===== config.mk =====
export PLATFORM = sky130hd
export DESIGN_NAME = scariv_br_redirect_ctrl
export DESIGN_NICKNAME = d
export VERILOG_FILES = /design/src/rtl/scariv_br_redirect_ctrl.sv
export SDC_FILE = /design/constraint.sdc
export NUM_CORES = 1
export LEC_CHECK = 0
export ABC_AREA = 1
export CORE_MARGIN = 2
export CORE_UTILIZATION = 30
export DETAILED_ROUTE_END_ITERATION = 12
export SLEW_MARGIN = 5
export SYNTH_ARGS = -nofsm -noshare
export SYNTH_HDL_FRONTEND = slang
export SYNTH_SLANG_ARGS = --single-unit

===== constraint.sdc =====
create_clock -name i_clk -period 7.9 [get_ports i_clk]
set_input_delay 1.185 -clock i_clk [delete_from_list [all_inputs] [get_ports i_clk]]
set_output_delay 1.185 -clock i_clk [all_outputs]
set_load 0.005 [all_outputs]

===== src/rtl/scariv_br_redirect_ctrl.sv =====
// Branch-mispredict redirect arbiter: keeps the oldest mispredicted branch pending toward the
// frontend and broadcasts a one-cycle kill for everything younger than each newly captured branch.
module scariv_br_redirect_ctrl #(
  parameter int BRU_NUM  = 2,
  parameter int CMT_ID_W = 6,
  parameter int GRP_W    = 4,
  parameter int VADDR_W  = 39
) (
  input  logic                i_clk,
  input  logic                i_reset_n,
  input  logic [BRU_NUM-1:0]  i_upd_valid,
  input  logic [BRU_NUM-1:0]  i_upd_mispredict,
  input  logic [BRU_NUM-1:0]  i_upd_dead,
  input  logic [CMT_ID_W-1:0] i_upd_cmt_id       [BRU_NUM],
  input  logic [GRP_W-1:0]    i_upd_grp_id       [BRU_NUM],
  input  logic [VADDR_W-1:0]  i_upd_target_vaddr [BRU_NUM],
  input  logic                i_commit_flush,
  output logic                o_redirect_valid,
  output logic [VADDR_W-1:0]  o_redirect_vaddr,
  input  logic                i_redirect_ready,
  output logic                o_kill_valid,
  output logic [CMT_ID_W-1:0] o_kill_cmt_id,
  output logic [GRP_W-1:0]    o_kill_grp_id,
  output logic [15:0]         o_mispred_cnt
);

  localparam logic [0:0] IDLE = 1'b0;
  localparam logic [0:0] PEND = 1'b1;

  logic [0:0]          state;
  logic                win_vld;
  logic [CMT_ID_W-1:0] win_cmt;
  logic [GRP_W-1:0]    win_grp;
  logic [VADDR_W-1:0]  win_vaddr;
  logic                accept;
  logic                capture;

  // The MSB of cmt_id flips each time the ROB index wraps, so differing wrap bits reverse the index order.
  // Grp IDs are one-hot, so a plain numeric compare orders them by set-bit position.
  function automatic logic is_older(input logic [CMT_ID_W-1:0] a_cmt, input logic [GRP_W-1:0] a_grp,
                                    input logic [CMT_ID_W-1:0] b_cmt, input logic [GRP_W-1:0] b_grp);
    if (a_cmt == b_cmt)
      return a_grp < b_grp;
    else if (a_cmt[CMT_ID_W-1] == b_cmt[CMT_ID_W-1])
      return a_cmt[CMT_ID_W-2:0] < b_cmt[CMT_ID_W-2:0];
    else
      return a_cmt[CMT_ID_W-2:0] > b_cmt[CMT_ID_W-2:0];
  endfunction

  function automatic logic [15:0] sat_inc(input logic [15:0] cnt);
    return (cnt == 16'hFFFF) ? cnt : cnt + 16'd1;
  endfunction

  // Only a strictly older source displaces the current winner, so ties go to the lowest index.
  always_comb begin
    win_vld   = 1'b0;
    win_cmt   = '0;
    win_grp   = '0;
    win_vaddr = '0;
    for (int i = 0; i < BRU_NUM; i++) begin
      if (i_upd_valid[i] && i_upd_mispredict[i] && !i_upd_dead[i] &&
          (!win_vld || is_older(i_upd_cmt_id[i], i_upd_grp_id[i], win_cmt, win_grp))) begin
        win_vld   = 1'b1;
        win_cmt   = i_upd_cmt_id[i];
        win_grp   = i_upd_grp_id[i];
        win_vaddr = i_upd_target_vaddr[i];
      end
    end
  end

  // The kill ID registers double as the held entry's age key.
  assign accept  = (state == PEND) && i_redirect_ready;
  assign capture = win_vld && ((state == IDLE) || is_older(win_cmt, win_grp, o_kill_cmt_id, o_kill_grp_id));

  always_ff @(posedge i_clk) begin
    if (!i_reset_n) begin
      state            <= IDLE;
      o_kill_valid     <= 1'b0;
      o_redirect_vaddr <= '0;
      o_kill_cmt_id    <= '0;
      o_kill_grp_id    <= '0;
      o_mispred_cnt    <= '0;
    end else begin
      o_kill_valid <= 1'b0;
      if (i_commit_flush) begin
        state <= IDLE;
      end else begin
        if (accept)
          o_mispred_cnt <= sat_inc(o_mispred_cnt);
        if (capture) begin
          state            <= PEND;
          o_redirect_vaddr <= win_vaddr;
          o_kill_valid     <= 1'b1;
          o_kill_cmt_id    <= win_cmt;
          o_kill_grp_id    <= win_grp;
        end else if (accept) begin
          state <= IDLE;
        end
      end
    end
  end

  assign o_redirect_valid = (state == PEND);

endmodule

==> impl_metrics.sql <==
INSERT INTO impl_metrics (metric_group, metric, value, unit) VALUES
('synthesis', 'synth_simple_gate_area_share', '0.367', ''),
('min_path', 'whs_path_depth', '2', ''),
('critical_path', 'worst-path-max-fanout', '85', ''),
('pwr', 'cellLeakagePower', '2.62', 'nW'),
('cts', 'cts_root_buffer', 'sky130_fd_sc_hd__clkbuf_16', ''),
('cts', 'clk-insertion-delay-late', '0.33', 'ns'),
('cts', 'clock_tree.buffer_depth', '2', ''),
('sta', 'timing.clock.skew', '0.00716', 'ns'),
('synthesis', 'synth_top_family_by_area', 'simple AND/OR/NAND/NOR gates', ''),
('route', 'met2WireLength', '5.99', 'mm'),
('run_status', 'run_status', 'completed', ''),
('die', 'placeableCoreArea', '13200', 'um^2'),
('critical_path', 'crit_type', 'in2reg', ''),
('die', 'dieHeight', '120', 'um'),
('route', 'via_total_after_detailed_routing', '4654', ''),
('synthesis', 'synth_compound_area_frac', '0.154', ''),
('critical_path', 'end_kind', 'flip-flop', ''),
('synthesis', 'count_of_yosys_warnings_during_synthesis', '0', ''),
('critical_path', 'critPathLaunchType', 'input pin', ''),
('synthesis', 'synthTopCellsByCount', 'sky130_fd_sc_hd__nand2_1, sky130_fd_sc_hd__nor2_1, sky130_fd_sc_hd__dfxtp_1, sky130_fd_sc_hd__a21oi_1, sky130_fd_sc_hd__nand3_1', ''),
('grt', 'grt_overflow', '0', ''),
('place', 'numPortBuffers', '174', ''),
('place', 'dpl.hpwl', '9.39', 'mm'),
('die', 'io_pins', '175', ''),
('synthesis', 'synth.largest_area_cell', 'sky130_fd_sc_hd__dfxtp_1', ''),
('die', 'die_x', '120', 'um'),
('grt', 'grt_antenna_before_repair', '0', ''),
('synthesis', 'avgSynthCellArea', '6.21', 'um^2'),
('cts', 'cts_tree', 'built', ''),
('synthesis', 'yosys.cell_count.top_type', 'sky130_fd_sc_hd__nand2_1', ''),
('cts', 'clock-sinks', '67', ''),
('sta', 'hold_violations', '0', ''),
('route', 'wirelength_met1', '5.78', 'mm'),
('route', 'wl_met3', '959', 'um'),
('sta', 'layout_worst_path_cycle_share', '0.758', ''),
('job', 'drv_cap', '0', ''),
('min_path', 'min-delay-path-class', 'reg2reg', ''),
('die', 'die_area', '14400', 'um^2'),
('layout', 'antenna_cell_count', '0', ''),
('synthesis', 'yosysSeqAreaShare', '0.331', ''),
('synthesis', 'combined_area_of_all_synthesized_cells', '4050', 'um^2'),
('synthesis', 'synthesized_flop_and_latch_total', '67', ''),
('synthesis', 'yosys-mux-area-fraction', '0', ''),
('die', 'initial_utilization', '0.307', ''),
('synthesis', 'synth_adder_area_share', '0.0526', ''),
('critical_path', 'reg2reg_depth', '13', ''),
('pwr', 'powerDensity', '155', 'nW/um^2'),
('sta', 'timing.hold.ws', '0.478', 'ns'),
('layout', 'post_route_cells_drive_above_1_share', '0.0373', ''),
('route', 'wl_per_cell', '13.2', 'um'),
('critical_path', 'data_arrival_at_the_endpoint_of_the_critical_path', '6.26', 'ns'),
('sta', 'maxClockFrequency', '167', 'MHz'),
('grt', 'wire_length_of_the_first_global_routing_pass', '21.0', 'mm'),
('sta', 'setup_tns_after_final_layout', '0', 'ns'),
('grt', 'maximum_number_of_pins_on_one_net_before_global_route_repair', '86', ''),
('synthesis', 'yosysUniqueCellTypes', '28', ''),
('synthesis', 'synth-xor-area-share', '0', ''),
('route', 'detailedRoute.firstIterationViolations', '442', ''),
('sta', 'period_needed', '5.99', 'ns'),
('cts', 'cts.reportedPaths.clkPinSlew', '0.06', 'ns'),
('synthesis', 'syn-instance-count', '652', ''),
('cts', 'cts-hold-fix-buffers', '0', ''),
('sta', 'setup_viol_count_final', '0', ''),
('route', 'ant_nets', '0', ''),
('grt', 'number_of_global_route_vias_before_repair', '4367', ''),
('sta', 'timing.max_slew.rel_slack', '0.276', ''),
('sta', 'unrepaired_setup_endpoints_after_global_routing', 'false', ''),
('layout', 'nFillCells', '1327', ''),
('synthesis', 'synth_edf_count', '0', ''),
('pwr', 'vdd_ir_drop_max', '0.0990', 'mV'),
('route', 'firstDrtPassIters', '4', '');
registers in the layout (all words and copies together), names as in the netlist:
signal	cells
o_kill_valid	1
o_kill_grp_id	4
o_mispred_cnt	16
o_redirect_valid	1
o_kill_cmt_id	6
o_redirect_vaddr	39
placed cells by master (no fill, tap or decap), types with 2 or more instances in the layout:
master                            netlist  final
sky130_fd_sc_hd__buf_4                  5      5
sky130_fd_sc_hd__clkdlybuf4s50_1        0    173
sky130_fd_sc_hd__nand2_1              192    192
sky130_fd_sc_hd__nor3_1                 8      8
sky130_fd_sc_hd__nor2_1                83     83
sky130_fd_sc_hd__dfxtp_1               67     67
sky130_fd_sc_hd__or2_2                  2      2
sky130_fd_sc_hd__clkbuf_8               0      3
sky130_fd_sc_hd__nand3_2                2      2
sky130_fd_sc_hd__clkbuf_16              0      9
sky130_fd_sc_hd__nand3_1               59     59
sky130_fd_sc_hd__nor3b_1                2      2
sky130_fd_sc_hd__inv_1                 48     48
sky130_fd_sc_hd__a31oi_1                2      2
sky130_fd_sc_hd__o21a_1                 2      2
sky130_fd_sc_hd__nand4_1                4      4
sky130_fd_sc_hd__nor4_1                 2      2
sky130_fd_sc_hd__nand2_2                2      2
sky130_fd_sc_hd__ha_1                  17     17
sky130_fd_sc_hd__a21oi_1               64     63
sky130_fd_sc_hd__o21ai_0               48     48
stage by stage:
stage	worst slack, ns	instances	power [mW]	area, um^2
after floorplan	2.87	652	0.466	4050
after global placement	1.80	965	0.568	5850
after detailed placement	1.57	965	0.572	5850
after CTS	1.91	981	0.963	6140
after global routing	1.28	981	1.00	6140
final	1.91	981	0.951	6140
logic make-up after synthesis:
logic type,Yosys count
fa+ha+maj,17
compound gates,120
simple gates,358
flops,67
buf+inv,90
power by group:
group	total [mW]	leakage, nW	internal (mW)	switching, mW
combinational	0.203	1.93	0.110	0.0929
sequential	0.362	0.545	0.353	0.00837
clock	0.386	0.142	0.238	0.148
cell type report:
cell class              count  area (um^2)  area share
repair buffers            179         1770       0.289
inverters                  48          180      0.0294
well taps                 176          220      0.0359
clock inverters             3         21.3     0.00347
clock buffers              13          270      0.0440
flip-flops and latches     67         1340       0.219
multi-input cells         495         2330       0.380
path summary, 6_finish.rpt:
kind                                  endpoint                         startpoint  slack, ns
max              o_kill_cmt_id[2]$_SDFFE_PN0P_                     i_upd_valid[0]       1.91
min          o_redirect_vaddr[23]$_SDFFE_PN0P_  o_redirect_vaddr[23]$_SDFFE_PN0P_       0.48
max reg2reg      o_kill_cmt_id[2]$_SDFFE_PN0P_      o_kill_cmt_id[2]$_SDFFE_PN0P_       5.01
min reg2reg  o_redirect_vaddr[23]$_SDFFE_PN0P_  o_redirect_vaddr[23]$_SDFFE_PN0P_       0.48
critical path: stages:
cell,delay (ns)
sky130_fd_sc_hd__clkdlybuf4s50_1,0.47
sky130_fd_sc_hd__nand2_1,0.08
sky130_fd_sc_hd__nor2_4,0.26
sky130_fd_sc_hd__nand2_1,0.13
sky130_fd_sc_hd__ha_1,0.32
sky130_fd_sc_hd__nand2_1,0.09
sky130_fd_sc_hd__nor2_1,0.21
sky130_fd_sc_hd__nand2_1,0.08
sky130_fd_sc_hd__nand3_1,0.08
sky130_fd_sc_hd__nand2_1,0.06
sky130_fd_sc_hd__nand3_1,0.09
sky130_fd_sc_hd__nand3_2,0.10
sky130_fd_sc_hd__nand2_2,0.23
sky130_fd_sc_hd__buf_4,0.60
sky130_fd_sc_hd__a21oi_1,0.22
sky130_fd_sc_hd__ha_1,0.25
sky130_fd_sc_hd__a211o_1,0.26
sky130_fd_sc_hd__nor2_1,0.10
sky130_fd_sc_hd__nand2_1,0.07
sky130_fd_sc_hd__nand3_2,0.05
sky130_fd_sc_hd__buf_4,0.62
sky130_fd_sc_hd__nand2_2,0.37
sky130_fd_sc_hd__nand2_1,0.14
sky130_fd_sc_hd__nand2_1,0.07
sky130_fd_sc_hd__nor2_1,0.10
per-layer routing:
layer	global-route usage	vias up
li1	-	2410
met1	0.226	2094
met2	0.300	132
met3	0.0437	18
met4	0.0544	0
met5	0	-
Power figures use the tool's default switching activity.
